### src/rtl/counter_scheduler_pkg.sv
// Shared state encoding and width helper for the counter scheduler.
package Counter_scheduler_pkg;

   typedef enum logic [1:0] {
      IDLE = 2'd0,
      LOAD = 2'd1,
      RUN  = 2'd2,
      DONE = 2'd3
   } state_t;

   // Index width for n requesters; never narrower than one bit.
   function automatic int IDX_W(input int n);
      return (n > 1) ? $clog2(n) : 1;
   endfunction

endpackage

### src/rtl/counter_scheduler_rr.sv
// Combinational round-robin pick: first set request searching upward from ptr+1, wrapping at N.
module counter_scheduler_rr
   import Counter_scheduler_pkg::*;
#(
   parameter int N  = 4,
   parameter int IW = IDX_W(N)
) (
   input  logic [N-1:0]  req,
   input  logic [IW-1:0] ptr,
   output logic [IW-1:0] idx,
   output logic          valid
);

   logic [31:0] cand;

   // Walk from the farthest offset down so the nearest candidate is written last and wins.
   always_comb begin
      idx   = '0;
      valid = 1'b0;
      cand  = '0;
      for (int off = N; off >= 1; off--) begin
         cand = (32'(ptr) + 32'(off)) % 32'(N);
         if (req[cand[IW-1:0]]) begin
            idx   = cand[IW-1:0];
            valid = 1'b1;
         end
      end
   end

endmodule

### src/rtl/counter_scheduler.sv
// Shares one interval counter among N requesters: round-robin grant, count lim cycles, pulse done.
module counter_scheduler
   import Counter_scheduler_pkg::*;
#(
   parameter int N = 4,
   parameter int W = 4
) (
   input  logic           clk,
   input  logic           rst_n,
   input  logic [N-1:0]   req,
   input  logic [N*W-1:0] len,
   input  logic           abort,
   output logic [N-1:0]   grant,
   output logic [N-1:0]   done,
   output logic           busy,
   output logic [W-1:0]   q
);

   localparam int IW = IDX_W(N);

   state_t        state_q;
   logic [IW-1:0] ptr_q;
   logic [IW-1:0] idx_q;
   logic [W-1:0]  lim_q;
   logic [W-1:0]  cnt_q;
   logic [N-1:0]  grant_q;
   logic [N-1:0]  done_q;
   logic [IW-1:0] win_idx;
   logic          win_valid;
   logic [W-1:0]  len_arr [N];

   for (genvar gi = 0; gi < N; gi++) begin : g_len
      assign len_arr[gi] = len[gi*W +: W];
   end

   counter_scheduler_rr #(
      .N  (N),
      .IW (IW)
   ) u_rr (
      .req   (req),
      .ptr   (ptr_q),
      .idx   (win_idx),
      .valid (win_valid)
   );

   function automatic logic [N-1:0] onehot(input logic [IW-1:0] i);
      onehot    = '0;
      onehot[i] = 1'b1;
   endfunction

   always_ff @(posedge clk or negedge rst_n) begin
      if (!rst_n) begin
         state_q <= IDLE;
         ptr_q   <= IW'(N-1);
         idx_q   <= '0;
         lim_q   <= '0;
         cnt_q   <= '0;
         grant_q <= '0;
         done_q  <= '0;
      end else begin
         done_q <= '0;
         unique case (state_q)
            IDLE: begin
               if (win_valid) begin
                  idx_q   <= win_idx;
                  lim_q   <= len_arr[win_idx];
                  grant_q <= onehot(win_idx);
                  state_q <= LOAD;
               end
            end
            LOAD: begin
               cnt_q <= '0;
               if (abort) begin
                  state_q <= IDLE;
                  grant_q <= '0;
                  ptr_q   <= idx_q;
               end else if (lim_q == '0) begin
                  state_q <= DONE;
                  done_q  <= onehot(idx_q);
               end else begin
                  state_q <= RUN;
               end
            end
            RUN: begin
               // Abort beats terminal count; the count stops at lim-1 so it never wraps.
               if (abort) begin
                  state_q <= IDLE;
                  grant_q <= '0;
                  ptr_q   <= idx_q;
               end else if (cnt_q == lim_q - W'(1)) begin
                  state_q <= DONE;
                  done_q  <= onehot(idx_q);
               end else begin
                  cnt_q <= cnt_q + W'(1);
               end
            end
            DONE: begin
               state_q <= IDLE;
               grant_q <= '0;
               ptr_q   <= idx_q;
            end
         endcase
      end
   end

   assign grant = grant_q;
   assign done  = done_q;
   assign busy  = (state_q != IDLE);
   assign q     = cnt_q;

endmodule
### config.mk
export PLATFORM = sky130hd
export DESIGN_NAME = counter_scheduler
export DESIGN_NICKNAME = d
export VERILOG_FILES = /design/src/rtl/counter_scheduler_pkg.sv /design/src/rtl/counter_scheduler_rr.sv /design/src/rtl/counter_scheduler.sv
export SDC_FILE = /design/constraint.sdc
export NUM_CORES = 1
export LEC_CHECK = 0
export CORE_ASPECT_RATIO = 0.7
export CORE_MARGIN = 10
export CORE_UTILIZATION = 35
export CTS_BUF_LIST = sky130_fd_sc_hd__clkbuf_16
export DETAILED_ROUTE_END_ITERATION = 10
export HOLD_SLACK_MARGIN = 0.15
export REMOVE_ABC_BUFFERS = 1
export SLEW_MARGIN = 20
export SYNTH_ARGS = -nofsm -noshare
export SYNTH_HDL_FRONTEND = slang
export SYNTH_SLANG_ARGS = --single-unit
### constraint.sdc
create_clock -name clk -period 4.2 [get_ports clk]
set_input_delay 0.84 -clock clk [delete_from_list [all_inputs] [get_ports clk]]
set_output_delay 0.84 -clock clk [all_outputs]
set_load 0.03 [all_outputs]
# After elaboration in Yosys (flattened, before gate mapping)
# Index checks and enable logic that the tools add are counted.
[op_classes] add_sub_neg=6 order_cmp=9 shift=0 div_mod_pow=0 mul=0 reduce_logical=13 bitwise_logic=1 n_eq_ne=9 muxes=42
[op_table] op="4-bit 2-to-1 mux" n=10
[op_table] op="2-bit by 3-bit less-than comparator with 1-bit output (second input constant)" n=6
[op_table] op="2-bit 2-to-1 mux" n=9
[op_table] op="4-bit case mux with 2 select lines" n=2
[op_table] op="4-bit case mux with 3 select lines" n=1
[op_table] op="1-bit 2-to-1 mux" n=11
[op_table] op="1-bit binary-select mux with 2-bit select" n=4
[op_table] op="4-bit binary-select mux with 2-bit select" n=1
[op_table] op="2-bit case mux with 4 select lines" n=1
[op_table] op="2-bit AND reduction" n=4
[op_table] op="2-bit nonzero test" n=3
[op_table] op="2-bit by 1-bit adder with 2-bit output (second input constant)" n=2
[op_table] op="2-bit adder (second input constant)" n=2
[op_table] op="4-bit by 1-bit adder with 4-bit output (second input constant)" n=1
[op_table] op="1-bit demux with 2-bit select" n=2
[op_table] op="2-bit == test (second input constant)" n=2
[op_table] op="4-bit == test" n=1
[op_table] op="2-bit by 1-bit greater-or-equal comparator with 1-bit output (second input constant)" n=2
[op_table] op="4-bit zero test" n=1
[op_table] op="2-bit by 1-bit inequality test with 1-bit output (second input constant)" n=2
[op_table] op="2-bit inequality test (second input constant)" n=2
[op_table] op="2-bit case mux with 2 select lines" n=1
[op_table] op="4-bit by 1-bit subtractor with 4-bit output (second input constant)" n=1
[op_table] op="3-bit greater-or-equal comparator (second input constant)" n=1
[op_table] op="other kinds (7)" n=8
[totals] mem_bits_ro=0 latchBits=0 word_cells=87 ramBits=0 mem_count=0 in_bits=23 reg_bits=22

# Logic depth before layout (Yosys ltp)
# Gate-level depths: netlist of the first run.
[depth] ltp_word=13 mapped_depth=7

# By module
# A second synthesis of the first run with hierarchy kept.
[hier_totals] hier_cells=134 area_unflattened_um2=1432.6
[modules_own_cells] mod="counter_scheduler" instances=1 seq_area_each_um2=553.0 cells_each=120 area_each_um2=1341.3
[modules_own_cells] mod="counter_scheduler_rr" instances=1 seq_area_each_um2=0.0 cells_each=14 area_each_um2=91.3

# Least setup slack after synthesis of the first run
# No wires, ideal clock.
[synth_path] kind="input to register" from="in req[0]" to="reg grant_q[1], in the netlist grant[1]" path_stages=5 setup_ns=0.125 n_path_buf=0 arrival_ns=1.871 setup_slack_ns=2.204 path_cell_list="o211a_1 a31oi_1 o211a_1 and3b_2 mux2_2"
[synth_between] elab_chain_cells=12
[synth_lines] element="from (decl)" line_no="counter_scheduler.sv:10" text="input logic [N-1:0] req,"
[synth_lines] element="1-bit binary-select mux with 2-bit select" line_no="counter_scheduler_rr.sv:23" text="if (req[cand[IW-1:0]]) begin"
[synth_lines] element="1-bit 2-to-1 mux (not written as such)" line_no="counter_scheduler_rr.sv:23"
[synth_lines] element="2-bit 2-to-1 mux (4 in series)" line_no="counter_scheduler_rr.sv:23"
[synth_lines] element="2-bit by 3-bit less-than comparator with 1-bit output (not written as such) or 2-bit by 1-bit greater-or-equal comparator with 1-bit output (tied branches)" line_no="counter_scheduler.sv:48" text="onehot[i] = 1'b1;"
[synth_lines] element="1-bit logical AND (not written as such)" line_no="counter_scheduler.sv:48"
[synth_lines] element="1-bit 2-to-1 mux (not written as such)" line_no="counter_scheduler.sv:48"
[synth_lines] element="1-bit demux with 2-bit select" line_no="counter_scheduler.sv:48"
[synth_lines] element="4-bit 2-to-1 mux" line_no="counter_scheduler.sv:64" text="if (win_valid) begin"
[synth_lines] element="4-bit case mux with 3 select lines" line_no="counter_scheduler.sv:62" text="unique case (state_q)"
[synth_lines] element="to (signal assigned)" line_no="counter_scheduler.sv:67" text="grant_q <= onehot(win_idx);"
[synth_lines] element="to (decl)" line_no="counter_scheduler.sv:26" text="logic [N-1:0] grant_q;"
# Several ways; a longest one is shown, not always the timed one. The select of a mux whose other input is x is not followed.
# A chain may end at the register's enable or synchronous reset.

# Worst setup path in the final report of the first run
[layout_path] from="reg state_q[0]" to="out busy"
[layout_between] elab_chain_cells=1
[layout_lines] element="from (decl)" line_no="counter_scheduler.sv:21" text="state_t state_q;"
[layout_lines] element="from (signal assigned)" line_no="counter_scheduler.sv:53" text="state_q <= IDLE;"
[layout_lines] element="from (signal assigned)" line_no="counter_scheduler.sv:68" text="state_q <= LOAD;"
[layout_lines] element="from (signal assigned)" line_no="counter_scheduler.sv:74" text="state_q <= IDLE;"
[layout_lines] element="2-bit nonzero test" line_no="counter_scheduler.sv:108" text="assign busy = (state_q != IDLE);"
[layout_lines] element="to (decl)" line_no="counter_scheduler.sv:15" text="output logic busy,"
# No other way between the ends.

==> results of run 1 <==
## final cells by class
cell class / count / area (µm²) / share of cell area (%)
repair buffers: 36 / 353 / 19.3
flip-flops and latches: 22 / 553 / 30.3
well taps: 50 / 62.6 / 3.42
clock buffers: 3 / 75.1 / 4.11
inverters: 18 / 67.6 / 3.70
multi-input cells: 94 / 712 / 39.0
clock inverters: 1 / 3.75 / 0.205
## final timing paths
path,to,slack (ps),cells past startpoint
setup / recovery,busy,1580,4
hold / removal,done[0],450,1
setup reg to reg,state_q[1],2190,7
hold reg to reg,done[0],450,1
max in group asynchronous,ptr_q[1],3290,1
min in group asynchronous,idx_q[1],550,1
## power by group through the flow
stage | registers [W] | clock network [W] | logic [W]
2_1_floorplan | 0.000392 | 0 | 0.000359
3_3_place_gp | 0.000358 | 0 | 0.000569
3_5_place_dp | 0.000361 | 0 | 0.000574
4_1_cts | 0.000358 | 0.000208 | 0.000578
5_1_grt | 0.000368 | 0.000218 | 0.000639
6_report | 0.000357 | 0.000201 | 0.000576
## registers in the layout, summed over array words and instances, names as in the netlist
name / count
lim_q: 4
grant: 4
done: 4
idx_q: 2
ptr_q: 2
state_q: 2
q: 4
## layer usage
layer | share of wire (%) | GRT usage (%)
met5 | 0 | 0
met3 | 5.9 | 3.60
met1 | 50 | 12.8
met2 | 43 | 14.8
met4 | 1.0 | 3.03
## cells by family after synthesis
group | synth area share (%)
AOI/OAI and AO/OA | 21.2
and+or+nand+nor | 13.7
DFF | 40.7
buffers and inverters | 6.82
muxes | 6.82
adders and majority gates | 6.45
xor gates and xnor gates | 4.24
## worst max-delay path, stage by stage, from the launching register on
cell and delay [ps]:
dfrtp_1 370, inv_1 100, ha_1 270, inv_1 100
clkdlybuf4s50_1 670
## synth_stat cells (2+ instances only)
master     number
dfrtp_1        20
xnor2_1         2
a21oi_1         3
o211ai_1        2
o211a_1         2
mux2i_1         7
xor2_1          2
nor3b_1         2
nand3_1         4
nand2b_1        2
o21ai_0         8
nor3_1          5
dfstp_2         2
a211oi_1       11
ha_1            7
nand2_1         5
nor2b_1         3
inv_1          17
mux2_2          2
o2111ai_1       2
nor4_1          3
nor2_1          7
## stage by stage
step           cells  util, %  hold WS, ps  setup slack (ps)
2_1_floorplan    134        -          432              2200
3_3_place_gp     220     48.3          447              1530
3_5_place_dp     220     48.3          444              1470
4_1_cts          224     50.5          452              1560
5_1_grt          224     50.4          470              1480
6_report         224     50.4          453              1580
==> qor.yml, run 1 <==
synthesis:
  yosysTopAreaCellShare_pct: 36.9
  yosys_warnings: 0
  syn_area_um2: 1360
  synthCells: 136
  ys_seq_area_share_pct: 40.7
  ys.flop_type: "dfrtp_1"
  ys_top_cells_by_area: "dfrtp_1 (37%), ha_1 (6.5%), a211oi_1 (6.1%)"
  yosysUniqueCellTypes: 40
  syn-mean-instance-area_um2: 9.98
  ys_ff_latch: 22
  ys_async_sr_fraction_pct: 100
  yosysTopAreaCell: "dfrtp_1"
  synth_edf_count: 0
sta:
  slew_viol_final: 0
  tns_ps: 0
  finalCriticalPeriod_ps: 2620
  final_hold_viol_count: 0
  fin_worst_skew_ps: 2.19
  setup_viol: 0
  rsz0062_at_grt: "no"
  finalCritPeriodShare_pct: 62.4
  max_freq_ghz: 0.382
  worstMarginPinSlew_ps: 506
  relSlewSlack_pct: 66.3
clock_tree:
  cts_buffer_depth: 2
  cts_setup_buffers: 0
  clkTransAtPathRegs_ps: 60
  clk_latency_ps: 260
  cts_htree_levels: 1
  cts-resized-gates: 0
  root_buffer: "clkbuf_16"
  cts-hold-fix-buffers: 0
  cts_sinks: 22
  cts_made_buffers: 3
  cts_tree: "done"
final_layout:
  layout_common_cells: "clkdlybuf4s50_1 (34), dfrtp_1 (20), inv_1 (17), a211oi_1 (11), o21ai_0 (8)"
  fill_cells: 330
  drive_gt1_share_pct: 8.62
  diodes: 0
  layout_commonest_cell: "clkdlybuf4s50_1"
  syn_to_final_growth_pct: 34.6
  layout.nets: 205
  design_area_um2: 1830
placed_design:
  dp_hpwl_mm: 2.68
  routabilityCongestion: 0.784
  postPlaceCellArea_um2: 1750
  io_buffers: 35
detailed_routing:
  drc: 0
  wirelength_mm: 3.35
  viasPerCell: 5.03
  ant_nets: 0
  first_pass_iters: 4
  route.detailed.wl_per_inst_um: 15.0
  drt_iter0_drc: 44
  vias: 1127
pwr:
  power.density_nw_per_um2: 621
  irDropWorstVdd_mv: 0.332
  p_sw_w: 0.000470
  p_leak_nw: 0.817
  power.internal_w: 0.000664
  total_power_w: 0.00113
  share_seq_of_total_power_pct: 31.5
  pwr-share-clk_pct: 17.7
  p_comb_share_pct: 50.8
  switching_share_pct: 41.5
worst_setup_path:
  crit_type: "reg -> out"
  start_kind: "register"
  worst_ep_arrival_time_ps: 1780
  endpoint_kind: "output port"
  rr_startpoint: "lim_q[0]"
  setup.worst_path.start: "state_q[0]"
  crit_fanout: 5
  worstPathRequired_ps: 3360
die:
  num_rows: 18
  die_height_um: 72.1
  coreArea_um2: 3630
  dieArea_um2: 6810
  start_util_pct: 37.4
  die_x_um: 94.4
  pin_count: 36
global_route:
  grt_pass1_wl_mm: 5.41
  grt_pass1_vias: 1087
  grt-ovfl-total: 0
  grt_max_degree: 23
  antenna_found_initial: 0
  grt_usage_pct: 9.85
min_path:
  hold_class: "reg -> reg"
  hp-start: "idx_q[1]"
flow_run:
  maxCapViolCount: 0
run_status:
  status: "completed"
Note: power is estimated with default switching activity, not from simulation.
==> run 2, diff against run 1 <==
==> constraint.sdc (replaced) <==
create_clock -name clk -period 2.1 [get_ports clk]
set_input_delay 0.42 -clock clk [delete_from_list [all_inputs] [get_ports clk]]
set_output_delay 0.42 -clock clk [all_outputs]
set_load 0.03 [all_outputs]
==> qor.yml, run 2 (same netlist as run 1, synthesis figures left out) <==
run_status:
  status: "completed"
sta:
  post-route-worst-setup-slack_ps: 153  # -1430 ps
  finalCritPeriodShare_pct: 92.7
  max_freq_ghz: 0.514
  finalHoldWorstSlack_ps: 461  # +7.71 ps
  rsz0062_at_grt: "no"
  final_hold_viol_count: 0  # unchanged
  finalCriticalPeriod_ps: 1950
  worstMarginPinSlew_ps: 502  # -3.50 ps
  fin_worst_skew_ps: 3.60  # +1.41 ps
  setup_viol: 0  # unchanged
  slew_viol_final: 0  # unchanged
  relSlewSlack_pct: 66.2  # -0.075 points
detailed_routing:
  wirelength_mm: 3.53  # +5.2%
  drc: 0  # unchanged
  ant_nets: 0  # unchanged
  first_pass_iters: 4  # unchanged
  route.detailed.wl_per_inst_um: 14.8  # -0.97%
  vias: 1167  # +3.5%
  drt_iter0_drc: 49  # +11%
  viasPerCell: 4.90  # -2.5%
clock_tree:
  clk_latency_ps: 250  # about the same
  cts_made_buffers: 3  # unchanged
  clkTransAtPathRegs_ps: 60  # about the same
  cts_tree: "done"
  cts_htree_levels: 1  # unchanged
  cts_sinks: 22  # unchanged
  root_buffer: "clkbuf_16"
  cts_buffer_depth: 2  # unchanged
global_route:
  grt_max_degree: 23  # unchanged
  grt_pass1_wl_mm: 5.84  # +8.0%
  grt_usage_pct: 10.5  # +0.64 points
  grt_pass1_vias: 1226  # +13%
  grt-ovfl-total: 0  # unchanged
  antenna_found_initial: 0  # unchanged
die:
  coreArea_um2: 3630  # unchanged
  pin_count: 36  # unchanged
  die_height_um: 72.1  # unchanged
  dieArea_um2: 6810  # unchanged
  die_x_um: 94.4  # unchanged
  num_rows: 18  # unchanged
  start_util_pct: 37.4  # unchanged
final_layout:
  layout_commonest_cell: "clkdlybuf4s50_1"
  layout_common_cells: "clkdlybuf4s50_1 (34), dfrtp_1 (20), inv_1 (17), buf_4 (15), a211oi_1 (11)"
  layout.nets: 219  # +6.8%
  syn_to_final_growth_pct: 42.6
  drive_gt1_share_pct: 14.9  # +6.3 points
  design_area_um2: 1940  # +6.0%
  diodes: 0  # unchanged
pwr:
  total_power_w: 0.00235  # +110%
  switching_share_pct: 41.1  # -0.38 points
  share_seq_of_total_power_pct: 30.4  # -1.1 points
  p_sw_w: 0.000967  # +110%
  p_comb_share_pct: 52.5  # +1.7 points
  pwr-share-clk_pct: 17.1  # -0.6 points
  power.density_nw_per_um2: 1220  # +96%
  p_leak_nw: 0.885  # +8.3%
  power.internal_w: 0.00139  # +110%
  irDropWorstVdd_mv: 0.628  # +89%
worst_setup_path:
  crit_fanout: 4  # -1
  start_kind: "register"
  worstPathRequired_ps: 2260  # -1100 ps
  worst_ep_arrival_time_ps: 2110  # +330 ps
  endpoint_kind: "register"
  crit_type: "reg -> reg"
flow_run:
  maxCapViolCount: 0  # unchanged
placed_design:
  io_buffers: 35  # unchanged
  dp_hpwl_mm: 2.91  # +8.3%
  routabilityCongestion: 0.776  # -1.0%
  postPlaceCellArea_um2: 1840  # +5.1%
  preCtsSetupSlack_ps: -86.2  # -1560 ps
min_path:
  hold_class: "reg -> reg"
## run 2: cell types whose count changed in the layout (fill, tap and decap cells not counted)
cell	before	now
dlygate4sd2_1	0	1
buf_2	1	0
buf_4	1	15
## run 2: worst max-delay path, stage by stage, from the launching register on
cell and delay (ps):
dfrtp_1 380, inv_1 60, ha_1 210, xnor3_1 370, nand3_1 160, nor3b_1 210
o21ai_0 150, buf_4 180, nor3_1 150
## run 2: repair_timing
action	4_1_cts	5_1_grt
resized for setup	1	0
hold buffers	0	0
buffers inserted	0	2
endpoints found under the hold margin	0	0
endpoints found under the setup margin	1	1
## run 2: final timing paths
path	startpoint	endpoint	slack, ps	cells past startpoint
max	lim_q[0]	done[1]	150	8
min	idx_q[1]	done[0]	460	1
max reg2reg	lim_q[0]	done[1]	150	8
min reg2reg	idx_q[1]	done[0]	460	1
max in group asynchronous	rst_n	ptr_q[0]	1300	2
min in group asynchronous	rst_n	done[2]	520	2
## run 2: power by group through the flow
stage | Clock (W) | Combinational [W] | Sequential [W]
after floorplan | 0 | 0.000718 | 0.000785
after global placement | 0 | 0.00119 | 0.000717
after detailed placement | 0 | 0.00121 | 0.000723
after CTS | 0.000411 | 0.00122 | 0.000718
after global routing | 0.000433 | 0.00136 | 0.000735
final | 0.000402 | 0.00124 | 0.000715
## run 2: through the flow
stage	instances	TNS [ps]	utilization (%)
6_report	238	0	53.4
5_1_grt	238	0	53.4
4_1_cts	236	0	53.0
3_5_place_dp	232	-391	50.8
3_3_place_gp	232	-71.2	50.8
2_1_floorplan	134	0	-
## run 2: layout make-up
type                    instances  area, µm²
clock buffers                   3       75.1
clock inverters                 1       3.75
flip-flops and latches         22        553
well taps                      50       62.6
inverters                      18       67.6
multi-input cells              94        712
repair buffers                 50        462
fillers                       333       1690
## run 2: metal layers
metal  part of all wire (%)  up-vias  track usage, %
met1                     48      549            13.2
met2                     46       17            17.1
met3                    5.2        2            3.49
met5                      0        -               0
li1                       -      599               -
met4                   0.31        0            2.02
